$ cat src/rtl/gtrg_rdout_seq_if.sv
// Bus bundle between the GTRG FIFO / readout sources and the readout sequencer.
interface gtrg_rdout_seq_if;
  logic        EMPTY_B;
  logic [16:0] DAVSOUT;
  logic [11:0] BXCOUNTOUT;
  logic [3:0]  CFEBBX;
  logic        HOLD;
  logic [6:0]  SRC_DONE;
  logic        POP;
  logic [6:0]  SRC_RDEN;
  logic [15:0] HDR_DATA;
  logic        HDR_VLD;
  logic [6:0]  TMO_ERR;
  logic [11:0] EVT_CNT;
  logic        BUSY;

  modport master (
    output EMPTY_B, DAVSOUT, BXCOUNTOUT, CFEBBX, HOLD, SRC_DONE,
    input  POP, SRC_RDEN, HDR_DATA, HDR_VLD, TMO_ERR, EVT_CNT, BUSY
  );

  modport slave (
    input  EMPTY_B, DAVSOUT, BXCOUNTOUT, CFEBBX, HOLD, SRC_DONE,
    output POP, SRC_RDEN, HDR_DATA, HDR_VLD, TMO_ERR, EVT_CNT, BUSY
  );
endinterface

$ cat src/rtl/gtrg_rdout_seq.sv
// Readout sequencer behind the GTRG FIFO: pops one event entry, emits a
// 3-word header, grants each source with DAV set (TMB, CFEB1..5, ALCT) under
// a timeout, then emits a trailer word.
module gtrg_rdout_seq #(
  parameter int unsigned TMO_CYC = 200
) (
  input logic CLK,
  input logic RST_B,
  gtrg_rdout_seq_if.slave bus
);

  typedef enum logic [3:0] {
    IDLE, SETL, CAPT, H0, H1, H2, SCAN, GRANT, TRL
  } state_t;

  state_t      state, state_nxt;
  logic [16:0] dav_q;
  logic [11:0] bx_q;
  logic [3:0]  cbx_q;
  logic [2:0]  k_q, k_nxt;
  logic [7:0]  tmo_q, tmo_nxt;
  logic [6:0]  err_q, err_nxt;
  logic [11:0] evt_q, evt_nxt;
  logic        cap;

  logic        pop_c;
  logic [6:0]  rden_c;
  logic [15:0] hdr_data_c;
  logic        hdr_vld_c;

  logic [6:0]  sel;
  logic [6:0]  src_en;
  logic        en_k;
  logic        done_k;
  logic        tmo_hit;

  // Source enables come only from DAV bits; MOVLP/LCT bits are header-only.
  assign src_en  = {dav_q[16], dav_q[5:1], dav_q[0]};
  assign sel     = 7'd1 << k_q;
  assign en_k    = (src_en & sel) != '0;
  assign done_k  = (bus.SRC_DONE & sel) != '0;
  assign tmo_hit = (tmo_q == 8'(TMO_CYC - 1));

  // Next-state, header word and strobe generation.
  always_comb begin
    state_nxt  = state;
    k_nxt      = k_q;
    tmo_nxt    = tmo_q;
    err_nxt    = err_q;
    evt_nxt    = evt_q;
    cap        = 1'b0;
    pop_c      = 1'b0;
    rden_c     = '0;
    hdr_data_c = '0;
    hdr_vld_c  = 1'b0;
    case (state)
      IDLE: if (bus.EMPTY_B) state_nxt = SETL;
      SETL: state_nxt = CAPT;
      CAPT: begin
        pop_c     = 1'b1;
        cap       = 1'b1;
        state_nxt = H0;
      end
      H0: begin
        hdr_data_c = {4'hA, bx_q};
        if (!bus.HOLD) begin
          hdr_vld_c = 1'b1;
          state_nxt = H1;
        end
      end
      H1: begin
        hdr_data_c = {4'hB, cbx_q, 1'b0, dav_q[16], dav_q[5:1], dav_q[0]};
        if (!bus.HOLD) begin
          hdr_vld_c = 1'b1;
          state_nxt = H2;
        end
      end
      H2: begin
        hdr_data_c = {4'hC, 2'b00, dav_q[15:11], dav_q[10:6]};
        if (!bus.HOLD) begin
          hdr_vld_c = 1'b1;
          k_nxt     = '0;
          state_nxt = SCAN;
        end
      end
      SCAN: begin
        if (en_k) begin
          tmo_nxt   = '0;
          state_nxt = GRANT;
        end else if (k_q == 3'd6) begin
          state_nxt = TRL;
        end else begin
          k_nxt = k_q + 3'd1;
        end
      end
      GRANT: begin
        rden_c = sel;
        // DONE is tested first so a DONE on the timeout cycle sets no error.
        if (done_k || tmo_hit) begin
          if (!done_k) err_nxt = err_q | sel;
          if (k_q == 3'd6) begin
            state_nxt = TRL;
          end else begin
            k_nxt     = k_q + 3'd1;
            state_nxt = SCAN;
          end
        end else begin
          tmo_nxt = tmo_q + 8'd1;
        end
      end
      TRL: begin
        hdr_data_c = {4'hE, evt_q};
        if (!bus.HOLD) begin
          hdr_vld_c = 1'b1;
          evt_nxt   = evt_q + 12'd1;
          state_nxt = IDLE;
        end
      end
      default: state_nxt = IDLE;
    endcase
  end

  // State register, event latch, scan index, timeout counter and flags.
  always_ff @(posedge CLK or negedge RST_B) begin
    if (!RST_B) begin
      state <= IDLE;
      dav_q <= '0;
      bx_q  <= '0;
      cbx_q <= '0;
      k_q   <= '0;
      tmo_q <= '0;
      err_q <= '0;
      evt_q <= '0;
    end else begin
      state <= state_nxt;
      k_q   <= k_nxt;
      tmo_q <= tmo_nxt;
      err_q <= err_nxt;
      evt_q <= evt_nxt;
      if (cap) begin
        dav_q <= bus.DAVSOUT;
        bx_q  <= bus.BXCOUNTOUT;
        cbx_q <= bus.CFEBBX;
      end
    end
  end

  assign bus.POP      = pop_c;
  assign bus.SRC_RDEN = rden_c;
  assign bus.HDR_DATA = hdr_data_c;
  assign bus.HDR_VLD  = hdr_vld_c;
  assign bus.TMO_ERR  = err_q;
  assign bus.EVT_CNT  = evt_q;
  assign bus.BUSY     = (state != IDLE);

endmodule

$ cat src/flat_wrapper.sv
// flat-port wrapper written by rule: the top's interface ports become plain ports
module gtrg_rdout_seq_flat 
#(
  parameter int unsigned TMO_CYC = 200
)
  (CLK, RST_B, bus_EMPTY_B, bus_DAVSOUT, bus_BXCOUNTOUT, bus_CFEBBX, bus_HOLD, bus_SRC_DONE, bus_POP, bus_SRC_RDEN, bus_HDR_DATA, bus_HDR_VLD, bus_TMO_ERR, bus_EVT_CNT, bus_BUSY);
  gtrg_rdout_seq_if bus_i ();
  input logic CLK;
  input logic RST_B;
  input wire logic [$bits(bus_i.EMPTY_B)-1:0] bus_EMPTY_B;
  input wire logic [$bits(bus_i.DAVSOUT)-1:0] bus_DAVSOUT;
  input wire logic [$bits(bus_i.BXCOUNTOUT)-1:0] bus_BXCOUNTOUT;
  input wire logic [$bits(bus_i.CFEBBX)-1:0] bus_CFEBBX;
  input wire logic [$bits(bus_i.HOLD)-1:0] bus_HOLD;
  input wire logic [$bits(bus_i.SRC_DONE)-1:0] bus_SRC_DONE;
  output wire logic [$bits(bus_i.POP)-1:0] bus_POP;
  output wire logic [$bits(bus_i.SRC_RDEN)-1:0] bus_SRC_RDEN;
  output wire logic [$bits(bus_i.HDR_DATA)-1:0] bus_HDR_DATA;
  output wire logic [$bits(bus_i.HDR_VLD)-1:0] bus_HDR_VLD;
  output wire logic [$bits(bus_i.TMO_ERR)-1:0] bus_TMO_ERR;
  output wire logic [$bits(bus_i.EVT_CNT)-1:0] bus_EVT_CNT;
  output wire logic [$bits(bus_i.BUSY)-1:0] bus_BUSY;
  assign bus_i.EMPTY_B = bus_EMPTY_B;
  assign bus_i.DAVSOUT = bus_DAVSOUT;
  assign bus_i.BXCOUNTOUT = bus_BXCOUNTOUT;
  assign bus_i.CFEBBX = bus_CFEBBX;
  assign bus_i.HOLD = bus_HOLD;
  assign bus_i.SRC_DONE = bus_SRC_DONE;
  assign bus_POP = bus_i.POP;
  assign bus_SRC_RDEN = bus_i.SRC_RDEN;
  assign bus_HDR_DATA = bus_i.HDR_DATA;
  assign bus_HDR_VLD = bus_i.HDR_VLD;
  assign bus_TMO_ERR = bus_i.TMO_ERR;
  assign bus_EVT_CNT = bus_i.EVT_CNT;
  assign bus_BUSY = bus_i.BUSY;
  gtrg_rdout_seq #(.TMO_CYC(TMO_CYC)) u_core (.CLK(CLK), .RST_B(RST_B), .bus(bus_i));
endmodule
$ cat config.mk
export PLATFORM = sky130hd
export DESIGN_NAME = gtrg_rdout_seq_flat
export DESIGN_NICKNAME = d
export VERILOG_FILES = /design/src/rtl/gtrg_rdout_seq_if.sv /design/src/rtl/gtrg_rdout_seq.sv /design/src/flat_wrapper.sv
export SDC_FILE = /design/constraint.sdc
export NUM_CORES = 1
export LEC_CHECK = 0
export CAP_MARGIN = 40
export CORE_MARGIN = 5
export CORE_UTILIZATION = 49
export DETAILED_ROUTE_END_ITERATION = 16
export GPL_TIMING_DRIVEN = 1
export PLACE_DENSITY = 0.85
export SLEW_MARGIN = 40
export SYNTH_ARGS = -nofsm -noshare
export SYNTH_HDL_FRONTEND = slang
export SYNTH_SLANG_ARGS = --single-unit
export TNS_END_PERCENT = 100
$ cat constraint.sdc
create_clock -name CLK -period 2.9 [get_ports CLK]
set_input_delay 0.58 -clock CLK [delete_from_list [all_inputs] [get_ports CLK]]
set_output_delay 0.58 -clock CLK [all_outputs]
set_load 0.005 [all_outputs]
* Yosys cells after proc, flatten, opt, wreduce, memory -nomap -nowiden
Index checks and enable logic that the tools add are counted.
Word-level totals: register bits after elaboration 67, input bits 44, output and inout bits 45, logic and storage cells 73
Operators by class: $add $sub $neg 3, equal/unequal tests 20, shifts and indexed selects 1, mux-type cells 23, bitwise gates (word level) 5, reduce and logical (&&, ||, !) cells 13
Operators by type and width (count):
- one-hot mux 16 bit (4 select lines) | 1
- 2-to-1 mux 4 bit | 9
- one-hot mux 4 bit (9 select lines) | 1
- equality test 4 x 3 -> 1 bit (second input constant) | 4
- 2-to-1 mux 8 bit | 2
- one-hot mux 8 bit (2 select lines) | 1
- bitwise AND 7 bit | 2
- inequality test 2 bit (second input constant) | 7
- nonzero test 7 bit | 2
- adder 12 x 1 -> 12 bit (second input constant) | 1
- 2-to-1 mux 3 bit | 4
- one-hot mux 3 bit (3 select lines) | 1
- adder 8 x 1 -> 8 bit (second input constant) | 1
- equality test 4 x 2 -> 1 bit (second input constant) | 2
- equality test 8 bit (second input constant) | 1
- 2-to-1 mux 7 bit | 1
- OR 7 bit | 1
- AND reduction 7 bit | 1
- left shift 1 x 3 -> 7 bit (first input constant) | 1
- AND reduction 3 bit | 2
- equality test 4 x 1 -> 1 bit (second input constant) | 1
- equality test 4 bit (second input constant) | 1
- zero test 4 bit | 1
- inequality test 2 x 1 -> 1 bit (second input constant) | 2
- 12 further kinds | 15

* Logic depth before layout (Yosys ltp)
Gate-level depths: netlist (run 1).
depth in word-level cells 6, gate-level depth with buffers 9, gate-level depth less buffers 7

* Worst setup path before layout (run 1)
Ideal clock, no wire load.
path kind reg-to-reg, start register u_core.k_q[0], end register u_core.k_q[1], setup time 122 ps, data arrival time 1987 ps, data required time 2778 ps, slack 791 ps, stages on the path, launching flop included 10, buffers on the path 2, clock period less this slack 2109 ps, cells stage by stage dfrtp_1 inv_1 ha_1 buf_2 a222oi_1 a22o_2 nand3_2 and2_1 buf_6 a32o_1
On the way: word-level cells in the longest chain between the ends 6, elaborated cells between the ends (all ways) 15, classes of those cells 1 x add/sub; 3 x eq/ne; 1 x shift; 4 x mux; 2 x bitwise; 4 x reduce/logical
RTL lines:
- start: declaration | RTL line gtrg_rdout_seq.sv:20 | logic [2:0] k_q, k_nxt;
- start signal: assignment | RTL line gtrg_rdout_seq.sv:136 | k_q <= k_nxt;
- left shift 1 x 3 -> 7 bit | RTL line gtrg_rdout_seq.sv:39 | assign sel = 7'd1 << k_q;
- bitwise AND 7 bit | RTL line gtrg_rdout_seq.sv:41 | assign done_k = (bus.SRC_DONE & sel) != '0;
- nonzero test 7 bit | RTL line gtrg_rdout_seq.sv:41
- logical OR 1 bit | RTL line gtrg_rdout_seq.sv:99 | if (done_k || tmo_hit) begin
- inequality test 2 x 1 -> 1 bit (no line)
- AND reduction 4 bit (no line)
Several ways; a longest one is shown, not always the timed one. The select of a mux whose other input is x is not followed. A chain may end at the register's enable or synchronous reset.

* Final worst setup path (run 1)
start register u_core.state[2], end output bus_HDR_VLD
On the way: word-level cells in the longest chain between the ends 3, elaborated cells between the ends (all ways) 6, classes of those cells 4 x eq/ne; 1 x mux; 1 x reduce/logical
RTL lines:
- start: declaration | RTL line gtrg_rdout_seq.sv:16 | state_t state, state_nxt;
- start signal: assignment | RTL line gtrg_rdout_seq.sv:135 | state <= state_nxt;
- equality test 4 x 2 -> 1 bit, or another cell as far along | RTL line gtrg_rdout_seq.sv:56 | case (state)
- OR reduction 4 bit (no line) (*)
- 2-to-1 mux 1 bit (*)
- end: declaration | RTL line flat_wrapper.sv:19 | output wire logic [$bits(bus_i.HDR_VLD)-1:0] bus_HDR_VLD;
Mark *: on every way between the ends. The rest lies on a longest branch, timed or not.

==> results.yml, run 1 <==
cts:
  numCtsBuffers: 9
  ctsHtreeMaxLevel: 3
  clock-sinks: 67
  hold_buffers: 0
  clock_latency_ns: 0.34
  cts-root-buf: "clkbuf_8"
  cts_tree: "yes"
  cts_buffer_depth: 2
  clk_pin_slew_ns: 0.07
sta:
  finalHoldViolCount: 0
  worst_pin_slew_ns: 0.545
  maxSlewViolCount: 0
  min_period_ns: 2.79
  fin_crit_sh_pct: 96.2
  max_freq_ghz: 0.358
  worst_slack_ns: 0.109
  finClkSkew_ns: 0.00572
  maxSlewHeadroom_pct: 63.4
  setup-violations-final: 0
routing:
  wl_per_cell_um: 18.0
  drt_iter0_markers: 323
  via_per_inst: 5.84
  drc: 0
  route.vias.total: 3014
  wirelength_um: 9300
  dr.pass1.iters: 5
  ant_nets: 0
placed_design:
  placed_cell_area_sq_um: 4510
  portBuffers: 88
  gp_congestion: 0.898
  dp.final_hpwl_um: 6550
  dpl_worst_slack_ns: 0.311
cells_and_area:
  area_growth_syn_to_layout_pct: 35.8
  nNetsFinal: 466
  layout-drive-gt1-share_pct: 20.7
  final_design_area_no_fill_sq_um: 4770
  diodes: 0
  fin_util_pct: 69.5
  fill_cells: 494
power:
  finalPower_mw: 4.48
  cellLeakagePower_nw: 2.05
  ir_worst_vdd_v: 0.000494
  power_density_nw_per_um2: 939
synth:
  yosysSeqAreaShare_pct: 47.7
  syn_inst: 316
  synth_enable_flop_cells: 0
  synth_warnings: 0
  syn_avg_cell_area_sq_um: 11.1
  synthFlopType: "dfrtp_1"
  synth_cell_type_count: 56
  synth_area_sq_um: 3510
  ys_seq_elements: 67
  ys_async_sr_fraction_pct: 100
  syn-num-nets: 367
worst_setup_path:
  cp_max_fo: 17
  critPathLaunch: "u_core.state[2]$_DFFE_PN0P_"
  worstReg2RegStart: "u_core.k_q[0]$_DFFE_PN0P_"
  rrSetupSlack_ns: 0.51
  r2r_cells: 7
  critical_path_arrival_ns: 2.21
  crit_required_ns: 2.32
  slowest_stage: "clkdlybuf4s50_1"
  path_class: "reg -> out"
  endpoint_kind: "primary output"
  endpoint: "bus_HDR_VLD"
  slowest_delay_ns: 0.52
  path_cells: "buf_4, nor4b_4, buf_6, nor3_1, a21oi_1, clkdlybuf4s50_1"
  start_kind: "flip-flop"
  rr_endpoint: "u_core.state[3]$_DFFE_PN0P_"
flow_run:
  cap_violations: 0
global_route:
  grt_max_degree: 68
  grt_pass1_vias: 2973
  grt_pass1_wl_um: 14500
  antenna_found_initial: 0
  overflow: 0
  grt_usage_pct: 21.0
floorplanning:
  core_area_sq_um: 6870
  fp.dieArea_sq_um: 8970
  rows: 30
  io_pins: 89
  die_h_um: 94.7
  die_x_um: 94.7
  start_util_pct: 51.2
outcome:
  status: "finished, final reports clean"
worst_hold_path:
  hold_path.class: "in -> async"
power by group:
group          internal (mW)  switching, mW
registers               1.25          0.298
clock network          0.420          0.366
logic                   1.15          0.993
metrics by stage:
stage	TNS, ns	cells	hold WS (ns)
floorplan	0	316	0.284
global placement	0	495	0.439
detailed placement	0	495	0.444
CTS	0	511	0.254
global route	-0.0548	516	0.263
finish	0	516	0.230
flip-flops by register name, indices dropped and copies added (netlist names):
register	cells
u_core.bus.TMO_ERR	7
u_core.tmo_q	8
u_core.bus.EVT_CNT	12
u_core.k_q	3
u_core.state	4
u_core.cbx_q	4
u_core.dav_q	17
u_core.bx_q	12
synth_stat cells (all sizes together) (3+ instances only):
| cell type | instances | area share [%] |
|---|---|---|
| xnor2 | 8 | 2.0 |
| nand2b | 3 | 0.53 |
| nand4 | 3 | 0.53 |
| clkbuf | 5 | 0.53 |
| inv | 8 | 0.85 |
| o21ai | 8 | 1.1 |
| o22a | 5 | 1.2 |
| and2 | 5 | 0.89 |
| nor2b | 4 | 0.71 |
| nor4b | 3 | 1.8 |
| buf | 10 | 1.9 |
| a31oi | 3 | 0.53 |
| nor3 | 12 | 2.3 |
| xor2 | 3 | 0.75 |
| dfrtp | 67 | 48 |
| a21oi | 7 | 1.0 |
| nor2 | 9 | 0.96 |
| a22o | 4 | 1.0 |
| ha | 7 | 2.5 |
| nand2 | 33 | 3.6 |
| a22oi | 24 | 5.1 |
| nand3 | 10 | 1.6 |
| a21o | 6 | 1.3 |
| nor4 | 3 | 0.96 |
| mux2 | 35 | 11 |
| and3 | 9 | 1.7 |
worst max-delay path: cells and delay by family (launching register included):
kind	cells	cell delay (ns)
buffers and inverters	3	0.92
DFF	1	0.48
and+or+nand+nor	2	0.32
AOI/OAI and AO/OA	1	0.16
routing by layer:
layer | track usage, % | part of all wire [%] | up-vias | routed length, um
li1 | - | - | 1377 | -
met1 | 26.7 | 41 | 1464 | 3810
met2 | 33.6 | 49 | 150 | 4520
met3 | 6.85 | 8.7 | 23 | 807
met4 | 6.97 | 1.7 | 0 | 158
met5 | 0 | 0 | - | 0
how the worst min path moves through the flow:
| stage | startpoint | endpoint | slack [ns] | cells past startpoint |
|---|---|---|---|---|
| finish | RST_B | u_core.tmo_q[3]$_DFFE_PN0P_ | 0.23 | 2 |
| global route | RST_B | u_core.tmo_q[3]$_DFFE_PN0P_ | 0.26 | 2 |
| CTS | RST_B | u_core.tmo_q[2]$_DFFE_PN0P_ | 0.25 | 2 |
| detailed placement | u_core.bus.TMO_ERR[3]$_DFFE_PN0P_ | u_core.bus.TMO_ERR[3]$_DFFE_PN0P_ | 0.44 | 1 |
| global placement | u_core.bus.TMO_ERR[1]$_DFFE_PN0P_ | u_core.bus.TMO_ERR[1]$_DFFE_PN0P_ | 0.44 | 1 |
| floorplan | RST_B | u_core.bus.EVT_CNT[0]$_DFFE_PN0P_ | 0.28 | 0 |
layout make-up:
class | count | area (sq um) | area share, %
clock buffers | 10 | 138 | 2.88
clock inverters | 6 | 63.8 | 1.34
inverters | 8 | 30.0 | 0.629
multi-input cells | 226 | 1740 | 36.5
flip-flops and latches | 67 | 1680 | 35.2
well taps | 96 | 120 | 2.52
repair buffers | 103 | 1000 | 20.9
layout by cell type (no fill, tap or decap), types with 3 or more instances in the layout:
cell | synthesis | final
inv_1 | 8 | 8
nand2_1 | 32 | 32
and2_1 | 5 | 5
o21ai_0 | 6 | 6
nor3_1 | 9 | 8
dfrtp_2 | 0 | 4
buf_2 | 6 | 3
nand3_1 | 9 | 9
mux2_2 | 33 | 33
clkdlybuf4s50_1 | 0 | 87
xor2_1 | 3 | 3
ha_1 | 7 | 7
nand4_1 | 3 | 3
a22o_1 | 3 | 3
buf_4 | 2 | 11
nor2_1 | 9 | 9
nor2b_1 | 4 | 4
a22oi_1 | 24 | 24
and3_1 | 8 | 8
a21oi_1 | 7 | 7
a21o_1 | 6 | 6
dfrtp_1 | 67 | 63
xnor2_1 | 8 | 8
a31oi_1 | 3 | 3
o22a_1 | 5 | 5
clkbuf_8 | 0 | 10
logic make-up (layout without fill, tap and decap cells):
logic type	Yosys count	count (layout)	synth area share (%)
AO/OA/AOI/OAI	72	72	15.1
multiplexers	35	35	11.2
XOR/XNOR	11	11	2.74
AND/OR/NAND/NOR	101	101	17.4
adder cells (fa/ha/maj)	7	7	2.49
buffers and inverters	23	127	3.31
flip-flops	67	67	47.7
repair_timing:
item,4_1_cts,5_1_grt
cloned,0,1
setup buffers,0,4
resized for setup,4,6
pin swaps,0,1
endpoints found under the setup margin,18,18
(Power assumes the default switching activity.)
==> run 2, diff against run 1 <==
- ABC_AREA: not set -> 0
- CORE_MARGIN: 5 -> not set
- HOLD_SLACK_MARGIN: not set -> 0.02
==> results.yml, run 2 (synthesis results as in run 1) <==
cells_and_area:
  final_cell_mix: "clkdlybuf4s50_1, dfrtp_1, mux2_2"
  largest_reg_flops: 17
  area_growth_syn_to_layout_pct: 35.1
  nNetsFinal: 461
  fin_cells: 511
  final_design_area_no_fill_sq_um: 4750
  regMostFlops: "u_core.dav_q"
  layout-drive-gt1-share_pct: 19.3
  diodes: 0
  final_common_cell: "clkdlybuf4s50_1"
floorplanning:
  rows: 30
  fp.dieArea_sq_um: 7520
  io_pins: 89
  die_h_um: 86.7
  core_area_sq_um: 6870
  die_x_um: 86.7
  start_util_pct: 51.2
placed_design:
  place_inst: 493
  placed_cell_area_sq_um: 4480
  portBuffers: 88
  dp.final_hpwl_um: 6360
  gp_congestion: 0.910
worst_setup_path:
  r2r_cells: 7
  endpoint_kind: "primary output"
  rr_endpoint: "u_core.k_q[1]$_DFFE_PN0P_"
  crit_required_ns: 2.32
  start_kind: "flip-flop"
  rrSetupSlack_ns: 0.46
  worstReg2RegStart: "u_core.k_q[0]$_DFFE_PN0P_"
  critical_path_arrival_ns: 2.20
  cp_max_fo: 10
  path_class: "reg -> out"
sta:
  maxSlewViolCount: 0
  min_period_ns: 2.78
  worst_pin_slew_ns: 0.605
  finClkSkew_ns: 0.00946
  max_freq_ghz: 0.360
  finalHoldViolCount: 0
  fin_crit_sh_pct: 95.9
  setup-violations-final: 0
  maxSlewHeadroom_pct: 59.6
cts:
  clk_pin_slew_ns: 0.08
  cts_buffer_depth: 2
  ctsHtreeMaxLevel: 3
  cts_tree: "yes"
  cts-root-buf: "clkbuf_8"
  clock-sinks: 67
  numCtsBuffers: 9
  clock_latency_ns: 0.35
power:
  ir_worst_vdd_v: 0.000516
  power_density_nw_per_um2: 950
  cellLeakagePower_nw: 2.03
global_route:
  grt_max_degree: 68
  grt_pass1_vias: 2937
  grt_pass1_wl_um: 14300
  grt_usage_pct: 25.0
  overflow: 0
  antenna_found_initial: 0
routing:
  drt_iter0_markers: 248
  dr.pass1.iters: 5
  drc: 0
  wirelength_um: 8860
  wl_per_cell_um: 17.3
  route.vias.total: 2970
  via_per_inst: 5.81
  ant_nets: 0
worst_hold_path:
  hold_path.class: "in -> async"
outcome:
  status: "finished, final reports clean"
flow_run:
  cap_violations: 0
==> run 2: worst max path at each step <==
stage | slack, ns | to | startpoint | cells after the start
detailed placement | 0.29 | u_core.state[3]$_DFFE_PN0P_ | bus_HOLD | 6
floorplan | 0.79 | u_core.k_q[1]$_DFFE_PN0P_ | u_core.k_q[0]$_DFFE_PN0P_ | 9
global route | -0.003 | bus_HDR_DATA[7] | u_core.state[2]$_DFFE_PN0P_ | 6
finish | 0.12 | bus_HDR_DATA[5] | u_core.state[3]$_DFFE_PN0P_ | 7
CTS | 0.04 | bus_HDR_DATA[7] | u_core.state[2]$_DFFE_PN0P_ | 6
global placement | 0.37 | bus_SRC_RDEN[5] | u_core.state[1]$_DFFE_PN0P_ | 4
==> run 2: power breakdown <==
group / switching (mW) / internal (mW) / total, mW
registers: 0.314 / 1.25 / 1.57
logic: 0.953 / 1.13 / 2.09
clock network: 0.372 / 0.486 / 0.858
total: 1.64 / 2.87 / 4.51
==> run 2: layout make-up <==
class	instances	area, sq um
fill	516	2120
multi-input combinational	226	1730
sequential	67	1680
timing repair buffer	98	971
clock buffer	10	128
tap	96	120
clock inverter	6	90.1
inverter	8	32.5
==> run 2: metal layers <==
layer | GRT usage (%) | wire length, um | vias up
met4 | 9.24 | 187 | 0
met3 | 6.86 | 599 | 19
met2 | 41.4 | 4340 | 131
li1 | - | - | 1359
met5 | 0 | 0 | -
met1 | 31.5 | 3740 | 1461
==> run 2: worst max-delay path: stages, from the launching register on <==
cell	delay (ns)
dfrtp_2	0.45
nand2b_2	0.24
nor3_1	0.15
buf_4	0.17
buf_12	0.12
a22oi_1	0.09
nand2_1	0.10
clkdlybuf4s50_1	0.51
==> run 2: repair_timing <==
item | CTS | global route
gates resized for setup | 2 | 6
hold endpoints to repair | 0 | 0
buffers inserted | 0 | 2
hold buffers | 0 | 0
pin swaps | 0 | 2
endpoints found under the setup margin | 15 | 7
==> run 2: through the flow <==
step | setup WS (ns) | TNS, ns | power (mW) | utilization (%) | hold slack [ns]
detailed placement | 0.292 | 0 | 3.59 | 65.3 | 0.444
floorplan | 0.791 | 0 | 2.79 | - | 0.284
finish | 0.120 | 0 | 4.51 | 69.1 | 0.292
CTS | 0.0369 | 0 | 4.46 | 68.5 | 0.441
global route | -0.00298 | -0.00298 | 4.79 | 69.1 | 0.365
global placement | 0.367 | 0 | 3.52 | 65.3 | 0.437
==> run 3, diff against run 2 <==
- CORE_UTILIZATION: 49 -> 40
- PLACE_DENSITY: 0.85 -> 0.74
==> results.yml, run 3 (synthesis results as in run 1) <==
global_route:
  grt_usage_pct: 21.2
  grt_pass1_wl_um: 14800
  grt_max_degree: 45
  overflow: 0
  antenna_found_initial: 0
  grt_pass1_vias: 2935
floorplanning:
  fp.dieArea_sq_um: 9170
  rows: 33
  core_area_sq_um: 8340
  io_pins: 89
  die_x_um: 95.7
  start_util_pct: 42.1
  die_h_um: 95.7
sta:
  finalHoldViolCount: 0
  hold_ws_ns: 0.210
  max_freq_ghz: 0.365
  worst_slack_ns: 0.158
  maxSlewViolCount: 0
  finClkSkew_ns: 0.0151
  worst_pin_slew_ns: 0.528
  fin_crit_sh_pct: 94.6
  setup-violations-final: 0
  grt_setup_unrepaired: "no"
  fin_setup_tns_ns: 0
  maxSlewHeadroom_pct: 64.4
  min_period_ns: 2.74
routing:
  via_per_inst: 5.50
  drc: 0
  dr.pass1.iters: 4
  drt_iter0_markers: 243
  ant_nets: 0
  route.vias.total: 2904
  wl_per_cell_um: 16.9
  wirelength_um: 8920
cts:
  clock_latency_ns: 0.34
  cts_tree: "yes"
  ctsHtreeMaxLevel: 3
  cts-root-buf: "clkbuf_8"
  hold_buffers: 0
  cts_buffer_depth: 2
  numCtsBuffers: 9
  clock-sinks: 67
  clk_pin_slew_ns: 0.08
power:
  cellLeakagePower_nw: 2.07
  power_density_nw_per_um2: 937
  ir_worst_vdd_v: 0.000438
flow_run:
  cap_violations: 0
worst_setup_path:
  crit_required_ns: 2.32
  endpoint_kind: "primary output"
  path_cells: "buf_4, nand4b_1, nor2_1, clkdlybuf4s50_1"
  cp_max_fo: 9
  start_kind: "flip-flop"
  path_buf_inv: 2
  path_class: "reg -> out"
  cp_top_family: "buffers and inverters"
  critical_path_arrival_ns: 2.16
  slowest_delay_ns: 0.53
  slowest_stage: "clkdlybuf4s50_1"
cells_and_area:
  area_growth_syn_to_layout_pct: 37.4
  regMostFlops: "u_core.dav_q"
  final_common_cell: "clkdlybuf4s50_1"
  largest_reg_flops: 17
  nNetsFinal: 469
  final_cell_mix: "clkdlybuf4s50_1, dfrtp_1, mux2_2"
  diodes: 0
  layout-drive-gt1-share_pct: 21.5
placed_design:
  dp.final_hpwl_um: 6290
  dpl_worst_slack_ns: 0.304
  gp_congestion: 0.841
  portBuffers: 88
worst_hold_path:
  hold_path.class: "in -> async"
outcome:
  status: "finished, final reports clean"
-- run 3: changes by cell type in the layout (fill, tap and decap cells not counted), sizes merged --
cell and delta:
buf +8, bufinv -1, clkinv +1
-- run 3: through the flow --
stage	instance area, sq um	util [%]	total power, mW	cells
after floorplan	3510	-	2.79	316
final	4830	57.9	4.52	528
after detailed placement	4520	54.2	3.60	504
after CTS	4740	56.8	4.43	520
after global placement	4500	54.0	3.54	503
after global routing	4830	57.9	4.86	528
-- run 3: cell type report --
type                            count  area, sq um
Clock inverter                      6         65.1
Multi-Input combinational cell    226         1750
Inverter                            8         30.0
Fill cell                         721         3510
Sequential cell                    67         1680
Clock buffer                       10          138
Timing Repair Buffer              106         1030
Tap cell                          105          131
-- run 3: final timing paths --
| kind | startpoint | endpoint | slack, ns | cells past startpoint |
|---|---|---|---|---|
| setup / recovery | u_core.state[3]$_DFFE_PN0P_ | bus_SRC_RDEN[6] | 0.16 | 4 |
| hold / removal | RST_B | u_core.tmo_q[5]$_DFFE_PN0P_ | 0.21 | 2 |
| setup reg to reg | u_core.k_q[1]$_DFFE_PN0P_ | u_core.k_q[1]$_DFFE_PN0P_ | 0.52 | 7 |
| hold reg to reg | u_core.bus.TMO_ERR[2]$_DFFE_PN0P_ | u_core.bus.TMO_ERR[2]$_DFFE_PN0P_ | 0.46 | 1 |
| max in group asynchronous | RST_B | u_core.dav_q[5]$_DFFE_PN0P_ | 2.14 | 3 |
| min in group CLK | u_core.bus.TMO_ERR[2]$_DFFE_PN0P_ | u_core.bus.TMO_ERR[2]$_DFFE_PN0P_ | 0.46 | 1 |
-- run 3: what timing repair did --
action	4_1_cts	5_1_grt
pin swaps	0	1
gates cloned	0	0
endpoints found under the setup margin	18	18
resized for setup	4	8
buffers inserted	0	8
-- run 3: where the power goes --
| group | leakage, nW | total (mW) | switching [mW] | internal (mW) |
|---|---|---|---|---|
| clock | 0.102 | 0.788 | 0.368 | 0.420 |
| combinational | 1.13 | 2.20 | 1.00 | 1.20 |
| sequential | 0.840 | 1.53 | 0.279 | 1.25 |
-- run 3: layer usage --
| layer | wire [um] | vias up | track usage (%) |
|---|---|---|---|
| li1 | - | 1383 | - |
| met1 | 3970 | 1419 | 28.5 |
| met2 | 4160 | 94 | 33.6 |
| met3 | 711 | 8 | 6.71 |
| met4 | 68 | 0 | 4.85 |
| met5 | 0 | - | 0 |
-- run 3: worst register-to-register path, stage by stage (launching register included) --
cell and delay [ns]:
dfrtp_1 0.42, inv_1 0.09, ha_1 0.35, a22oi_1 0.14, a31oi_1 0.39, o21ai_1 0.24, and2_1 0.34, a32o_1 0.30
